===== src/rtl/axi_pkg.sv =====
// Shared AXI4 constants, cache access-type codes and the bridge state type
// for the data-cache memory bridge.
package axi_pkg;

  localparam int AXI_LEN_BITS  = 4;
  localparam int AXI_SIZE_BITS = 3;

  localparam logic [1:0] BURST_INCR = 2'b01;
  localparam logic [1:0] RESP_OKAY  = 2'b00;

  localparam logic [AXI_SIZE_BITS-1:0] SIZE_BYTE = 3'd0;
  localparam logic [AXI_SIZE_BITS-1:0] SIZE_HALF = 3'd1;
  localparam logic [AXI_SIZE_BITS-1:0] SIZE_WORD = 3'd2;

  // Cache access-type encoding shared with the data cache
  localparam int CACHE_TYPE_BITS = 3;
  localparam logic [CACHE_TYPE_BITS-1:0] CACHE_BYTE    = 3'd0;
  localparam logic [CACHE_TYPE_BITS-1:0] CACHE_BYTE_U  = 3'd1;
  localparam logic [CACHE_TYPE_BITS-1:0] CACHE_HWORD   = 3'd2;
  localparam logic [CACHE_TYPE_BITS-1:0] CACHE_HWORD_U = 3'd3;
  localparam logic [CACHE_TYPE_BITS-1:0] CACHE_WORD    = 3'd4;

  typedef enum logic [2:0] {
    IDLE,
    RD_ADDR,
    RD_DATA,
    WR_REQ,
    WR_RESP
  } state_t;

endpackage


===== src/rtl/dmem_strb_gen.sv =====
// Store byte-lane strobe and AXI transfer size from cache access type and
// the low address bits. Unknown access types produce an empty strobe.
module dmem_strb_gen
  import axi_pkg::*;
(
  input  logic [CACHE_TYPE_BITS-1:0] d_type,
  input  logic [1:0]                 addr_lo,
  output logic [3:0]                 strb,
  output logic [AXI_SIZE_BITS-1:0]   size
);

  // Decode lane mask and size for the requested access width
  always_comb begin
    strb = 4'b0000;
    size = SIZE_WORD;
    case (d_type)
      CACHE_BYTE, CACHE_BYTE_U: begin
        strb = 4'b0001 << addr_lo;
        size = SIZE_BYTE;
      end
      CACHE_HWORD, CACHE_HWORD_U: begin
        strb = 4'b0011 << {addr_lo[1], 1'b0};
        size = SIZE_HALF;
      end
      CACHE_WORD: begin
        strb = 4'b1111;
        size = SIZE_WORD;
      end
      default: ;
    endcase
  end

endmodule


===== src/rtl/dcache_axi_master.sv =====
// Data-cache to AXI4 master bridge: line refills become reads, write-through
// stores become single-beat strobed writes.
// Build option DCACHE_READ_BURST_EN: refill as one 4-beat INCR burst; when
// undefined, refill as four sequential single-beat reads.
module dcache_axi_master
  import axi_pkg::*;
#(
  parameter int          ID_W      = 4,
  parameter int unsigned MASTER_ID = 1
) (
  input  logic                       clk,
  input  logic                       rst,
  input  logic                       D_req,
  input  logic [31:0]                D_addr,
  input  logic                       D_write,
  input  logic [31:0]                D_in,
  input  logic [CACHE_TYPE_BITS-1:0] D_type,
  output logic [31:0]                D_out,
  output logic                       D_wait,
  output logic [ID_W-1:0]            ARID,
  output logic [31:0]                ARADDR,
  output logic [AXI_LEN_BITS-1:0]    ARLEN,
  output logic [AXI_SIZE_BITS-1:0]   ARSIZE,
  output logic [1:0]                 ARBURST,
  output logic                       ARVALID,
  input  logic                       ARREADY,
  input  logic [ID_W-1:0]            RID,
  input  logic [31:0]                RDATA,
  input  logic [1:0]                 RRESP,
  input  logic                       RLAST,
  input  logic                       RVALID,
  output logic                       RREADY,
  output logic [ID_W-1:0]            AWID,
  output logic [31:0]                AWADDR,
  output logic [AXI_LEN_BITS-1:0]    AWLEN,
  output logic [AXI_SIZE_BITS-1:0]   AWSIZE,
  output logic [1:0]                 AWBURST,
  output logic                       AWVALID,
  input  logic                       AWREADY,
  output logic [31:0]                WDATA,
  output logic [3:0]                 WSTRB,
  output logic                       WLAST,
  output logic                       WVALID,
  input  logic                       WREADY,
  input  logic [ID_W-1:0]            BID,
  input  logic [1:0]                 BRESP,
  input  logic                       BVALID,
  output logic                       BREADY
);

`ifdef DCACHE_READ_BURST_EN
  localparam logic [AXI_LEN_BITS-1:0] RD_LEN = 4'd3;
`else
  localparam logic [AXI_LEN_BITS-1:0] RD_LEN = 4'd0;
`endif

  state_t                     state;
  logic [1:0]                 beat;
  logic                       aw_done;
  logic                       w_done;
  logic                       aw_fin;
  logic                       w_fin;
  logic [3:0]                 strb_gen;
  logic [AXI_SIZE_BITS-1:0]   size_gen;
  logic                       unused_inputs;

  // Response status and IDs never alter the transaction outcome
  assign unused_inputs = ^{RID, RRESP, RLAST, BID, BRESP};

  dmem_strb_gen u_strb (
    .d_type  (D_type),
    .addr_lo (D_addr[1:0]),
    .strb    (strb_gen),
    .size    (size_gen)
  );

  assign aw_fin = aw_done | (AWVALID & AWREADY);
  assign w_fin  = w_done  | (WVALID  & WREADY);

  // Fixed AXI attributes are qualified by their VALID so idle buses read 0
  assign ARID    = ARVALID ? ID_W'(MASTER_ID) : '0;
  assign ARLEN   = ARVALID ? RD_LEN : '0;
  assign ARSIZE  = ARVALID ? SIZE_WORD : '0;
  assign ARBURST = ARVALID ? BURST_INCR : '0;
  assign AWID    = AWVALID ? ID_W'(MASTER_ID) : '0;
  assign AWLEN   = '0;
  assign AWBURST = AWVALID ? BURST_INCR : '0;
  assign WLAST   = WVALID;
  assign D_out   = (state == RD_DATA) ? RDATA : '0;

  // Cache stall: released for one cycle per accepted beat or write response
  always_comb begin
    D_wait = 1'b0;
    case (state)
      IDLE:    D_wait = D_req & ~rst;
      RD_ADDR: D_wait = 1'b1;
      RD_DATA: D_wait = ~RVALID;
      WR_REQ:  D_wait = 1'b1;
      WR_RESP: D_wait = ~BVALID;
      default: D_wait = 1'b0;
    endcase
  end

  // Transaction sequencer with registered channel controls and payloads
  always_ff @(posedge clk or posedge rst) begin
    if (rst) begin
      state   <= IDLE;
      beat    <= 2'd0;
      aw_done <= 1'b0;
      w_done  <= 1'b0;
      ARVALID <= 1'b0;
      ARADDR  <= '0;
      RREADY  <= 1'b0;
      AWVALID <= 1'b0;
      AWADDR  <= '0;
      AWSIZE  <= '0;
      WVALID  <= 1'b0;
      WDATA   <= '0;
      WSTRB   <= '0;
      BREADY  <= 1'b0;
    end else begin
      case (state)
        IDLE: begin
          if (D_req) begin
            beat <= 2'd0;
            if (D_write) begin
              AWVALID <= 1'b1;
              WVALID  <= 1'b1;
              AWADDR  <= D_addr;
              AWSIZE  <= size_gen;
              WDATA   <= D_in;
              WSTRB   <= strb_gen;
              aw_done <= 1'b0;
              w_done  <= 1'b0;
              state   <= WR_REQ;
            end else begin
              ARVALID <= 1'b1;
              ARADDR  <= {D_addr[31:4], 4'b0000};
              state   <= RD_ADDR;
            end
          end
        end
        RD_ADDR: begin
          if (ARREADY) begin
            ARVALID <= 1'b0;
            RREADY  <= 1'b1;
            state   <= RD_DATA;
          end
        end
        RD_DATA: begin
          // Beat count, not RLAST, ends the refill
          if (RVALID) begin
            beat <= beat + 2'd1;
            if (beat == 2'd3) begin
              RREADY <= 1'b0;
              state  <= IDLE;
            end
`ifndef DCACHE_READ_BURST_EN
            else begin
              RREADY  <= 1'b0;
              ARVALID <= 1'b1;
              ARADDR  <= {ARADDR[31:4], beat + 2'd1, 2'b00};
              state   <= RD_ADDR;
            end
`endif
          end
        end
        WR_REQ: begin
          if (AWVALID && AWREADY) begin
            AWVALID <= 1'b0;
            aw_done <= 1'b1;
          end
          if (WVALID && WREADY) begin
            WVALID <= 1'b0;
            w_done <= 1'b1;
          end
          if (aw_fin && w_fin) begin
            BREADY <= 1'b1;
            state  <= WR_RESP;
          end
        end
        WR_RESP: begin
          if (BVALID) begin
            BREADY <= 1'b0;
            state  <= IDLE;
          end
        end
        default: state <= IDLE;
      endcase
    end
  end

endmodule

===== config.mk =====
export PLATFORM = sky130hd
export DESIGN_NAME = dcache_axi_master
export DESIGN_NICKNAME = d
export VERILOG_FILES = /design/src/rtl/axi_pkg.sv /design/src/rtl/dmem_strb_gen.sv /design/src/rtl/dcache_axi_master.sv
export SDC_FILE = /design/constraint.sdc
export NUM_CORES = 1
export LEC_CHECK = 0
export ABC_AREA = 1
export CELL_PAD_IN_SITES_DETAIL_PLACEMENT = 0
export CELL_PAD_IN_SITES_GLOBAL_PLACEMENT = 1
export CORE_ASPECT_RATIO = 0.7
export CORE_MARGIN = 2
export CORE_UTILIZATION = 24
export DETAILED_ROUTE_END_ITERATION = 8
export PLACE_DENSITY = 0.73
export SYNTH_ARGS = -nofsm -noshare
export SYNTH_HDL_FRONTEND = slang
export SYNTH_HIERARCHICAL = 1
export SYNTH_SLANG_ARGS = --single-unit

===== constraint.sdc =====
create_clock -name clk -period 4.2 [get_ports clk]
set_input_delay 0.84 -clock clk [delete_from_list [all_inputs] [get_ports clk]]
set_output_delay 0.84 -clock clk [all_outputs]
set_load 0.02 [all_outputs]

==> summary.md <==
| Metric | Value |
|---|---|
| Cell total after placement | 1,146 |
| Post-route minimum period | 3.51 ns |
| Routability congestion estimate | 0.775 |
| Relative contribution of the clock network to total power | 23.1% |
| Count of H-tree levels built during CTS | 4 |
| Critical Path Start Type | flop |
| Area growth, synth to finish | 65.0% |
| TNS Setup | 0 ns |
| Count of TritonRoute iterations in the first routing pass | 4 |
| Count of routing violations after the opening detailed-route iteration | 201 |
| Sw Ratio | 38.9% |
| Final Max Slew Viols | 0 |
| Pin count of the biggest net entering global routing | 70 |
| Number of placed I/O pins | 286 |
| Number of buffers on the longest clock path | 2 |
| Number of CTS-inserted buffers | 17 |
| Number of storage elements in the synthesis netlist | 113 |
| CTS tree | done |
| Global-route wire length before repair | 24.9 mm |
| IR Drop Worst-Case VDD | 0.000278 V |
| IO buf count | 252 |
| Proportion of power drawn by flip-flops and latches | 29.5% |
| Area of the die | 22,200 um^2 |
| Endpoint required time on the critical path | 3.36 ns |
| Maximum achievable frequency | 285 MHz |
| Worst-case reg-to-reg path depth | 7 |
| Post-CTS Setup Inserts | 0 |
| Total routed wirelength | 15.8 mm |
| Kind of path behind the tightest hold check | flop to flop |
| Setup slack of the worst register-to-register path | 1.60 ns |
| P per Cell Area | 764 nW/um^2 |
| Root buffer cell | clkbuf_16 |
| Vias/cell | 3.91 |
| Number of setup violations in the final report | 0 |
| Drt drc | 0 |
| Placed Area | 7730 um^2 |
| Type of destination of the critical path | primary output |
| Initial core utilization | 24.4% |
| DR WL/cell | 13.4 um |
| Capturing point of the worst reg2reg path | ARADDR[2]$_DFFE_PP0P_ |
| Count of nets left with antenna violations after detail routing | 0 |
| Hold buffer count at cts | 0 |
| Antenna violations before repair | 0 |
| Core box area | 20,700 um^2 |
| Final net count | 1,011 |
| Count of max-cap constraint violations | 0 |
| Clock-pin transition on the worst setup and hold timing paths | 0.05 ns |
| Non-filler instance count after layout | 1,178 |
| Run status | finished clean |
| PnR Total Power | 6.36 mW |
| Largest incremental delay on the critical path | 0.68 ns |
| Height of the die | 125 um |
| Category of the most critical setup path | flop to primary output |
| Maximum fanout encountered on the critical timing path | 34 |
| Hold EP | AWADDR[17]$_DFFE_PP0P_ |
| Clk_lat worst skew | 0.41 ns |
| Worst hold slack | 0.467 ns |
| Via total after detailed routing | 4,604 |
| Synth Cell Area | 5050 um^2 |
| Fraction of layout cells with a size suffix above 1 | 4.88% |
| Overall Global Routing Usage | 14.4% |
| Number of warnings reported in the yosys synthesis log | 6 |
| List of cells traversed by the critical path | nor2_4 > nand2_1 > nor2_1 > clkdlybuf4s50_1 |
| Antenna fix cells | 0 |
| Arrival time worst endpoint | 2.67 ns |
| Startpoint of the most critical hold path | AWADDR[17]$_DFFE_PP0P_ |
| Psw | 2.48 mW |
| Worst slew pin tran | 1.13 ns |
| Detailed Place HPWL | 11.0 mm |
| Clk_skew | 0.0134 ns |
| Max_slew headroom | 24.7% |
| Reported leakage power | 4.16 nW |
| Post-route cell area | 8330 um^2 |
| Cell count after synthesis | 643 |
| Residual overflow from global routing | 0 |
| Sink Count | 113 |
| Setup repair after global routing missed its margin | false |
| Cell-internal power | 3.89 mW |
| Combinational cell fraction of total power | 47.4% |
| Gates resized, CTS repair | 0 |
| # rows | 44 |
| Syn avg cell area | 7.85 um^2 |
| Die boundary width | 177 um |
| Min-Delay Path Depth | 2 |
| R2r startpoint | state[0]$_DFFE_PP0P_ |
| Number of different library cells in the post-synthesis netlist | 21 |
| Number of global-route vias before repair | 4,588 |
| Fin crit share | 83.6% |
| Post-synthesis sequential area ratio | 56.0% |
| Number of hold violations in the final report | 0 |
| Worst-path cell with the longest stage delay | clkdlybuf4s50_1 |
## layout make-up
cell class | instances | area, um^2
fill | 2145 | 12400
sequential | 113 | 2830
timing repair buffer | 259 | 2590
multi-input combinational | 439 | 1750
clock buffer | 22 | 464
tap | 276 | 345
inverter | 59 | 225
clock inverter | 10 | 134
## worst max-delay path, delay by kind of cell, from the launching register on
family,cells,cell delay (ns)
buf+inv,1,0.68
simple gates,3,1.14
flops,1,0.45
## per-stage QoR
step                setup slack (ns)  utilization, %
finish                         0.687            40.2
global route                   0.390            40.2
CTS                            0.608            40.2
detailed placement             0.968            37.4
global placement               0.982            37.4
floorplan                      0.453               -
## how the worst max path moves through the flow
| stage | startpoint | end | slack [ns] |
|---|---|---|---|
| after floorplan | rst | D_wait | 0.45 |
| after global placement | RVALID | D_wait | 0.98 |
| after detailed placement | RVALID | D_wait | 0.97 |
| after CTS | state[0]$_DFFE_PP0P_ | D_out[15] | 0.61 |
| after global routing | state[0]$_DFFE_PP0P_ | D_out[15] | 0.39 |
| final | state[0]$_DFFE_PP0P_ | D_out[27] | 0.69 |
## sequential cells by signal, summed over array words and instances (netlist names)
name	count
ARVALID	1
RREADY	1
AWVALID	1
WSTRB	4
AWADDR	32
aw_done	1
WDATA	32
WLAST	1
w_done	1
state	3
BREADY	1
beat	2
ARADDR	30
AWSIZE	3
## cell usage after synthesis
cell type  number  area share, %
nand3_1        14            1.4
nand2_2         1           0.12
buf_2          12            1.2
nand2_1       326             24
nor2_2          1           0.12
nand4_1         3           0.37
o211ai_1        2           0.30
inv_2           2           0.15
ha_1            1           0.25
nor2_4          3           0.67
a21oi_1         1          0.099
dfrtp_1       113             56
inv_1          57            4.2
nand3b_1        1           0.15
o21ai_0        14            1.4
buf_6           1           0.22
clkbuf_1        9           0.67
buf_4          29            4.3
o21a_1          2           0.30
conb_1          2           0.15
nor2_1         49            3.6
## layout by cell type (no fill, tap or decap), types with 3 or more instances in the layout
master	instances
nand4_1	3
nor2_1	49
clkinv_2	4
inv_1	56
clkbuf_1	3
bufinv_16	3
buf_4	6
nor2_4	3
dfrtp_1	113
conb_1	21
nand3_1	14
clkinvlp_4	3
clkbuf_16	17
nand2_1	326
clkdlybuf4s50_1	252
o21ai_0	14
## power by group through the flow
| stage | logic, mW | registers, mW | clock network [mW] |
|---|---|---|---|
| after floorplan | 1.02 | 2.42 | 0 |
| after global placement | 3.06 | 1.87 | 0 |
| after detailed placement | 3.06 | 1.88 | 0 |
| after CTS | 3.07 | 1.88 | 1.52 |
| after global routing | 3.29 | 1.94 | 1.56 |
| final | 3.02 | 1.88 | 1.47 |
## kinds of logic (layout without fill, tap and decap cells)
logic type | after synthesis | count (layout) | synth area share, %
adder cells (fa/ha/maj) | 1 | 1 | 0.248
flip-flops | 113 | 113 | 56.0
other | 2 | 21 | 0.149
AND/OR/NAND/NOR | 398 | 398 | 30.7
AO/OA/AOI/OAI | 19 | 19 | 2.08
buffers and inverters | 110 | 350 | 10.8
## layer usage
metal	share of wire, %	track usage (%)	wire length, um
met1	48	19.9	7570
met2	43	20.8	6790
met3	8.3	6.11	1320
met4	0.73	3.47	116
met5	0	0	0
Power figures use the tool's default switching activity.
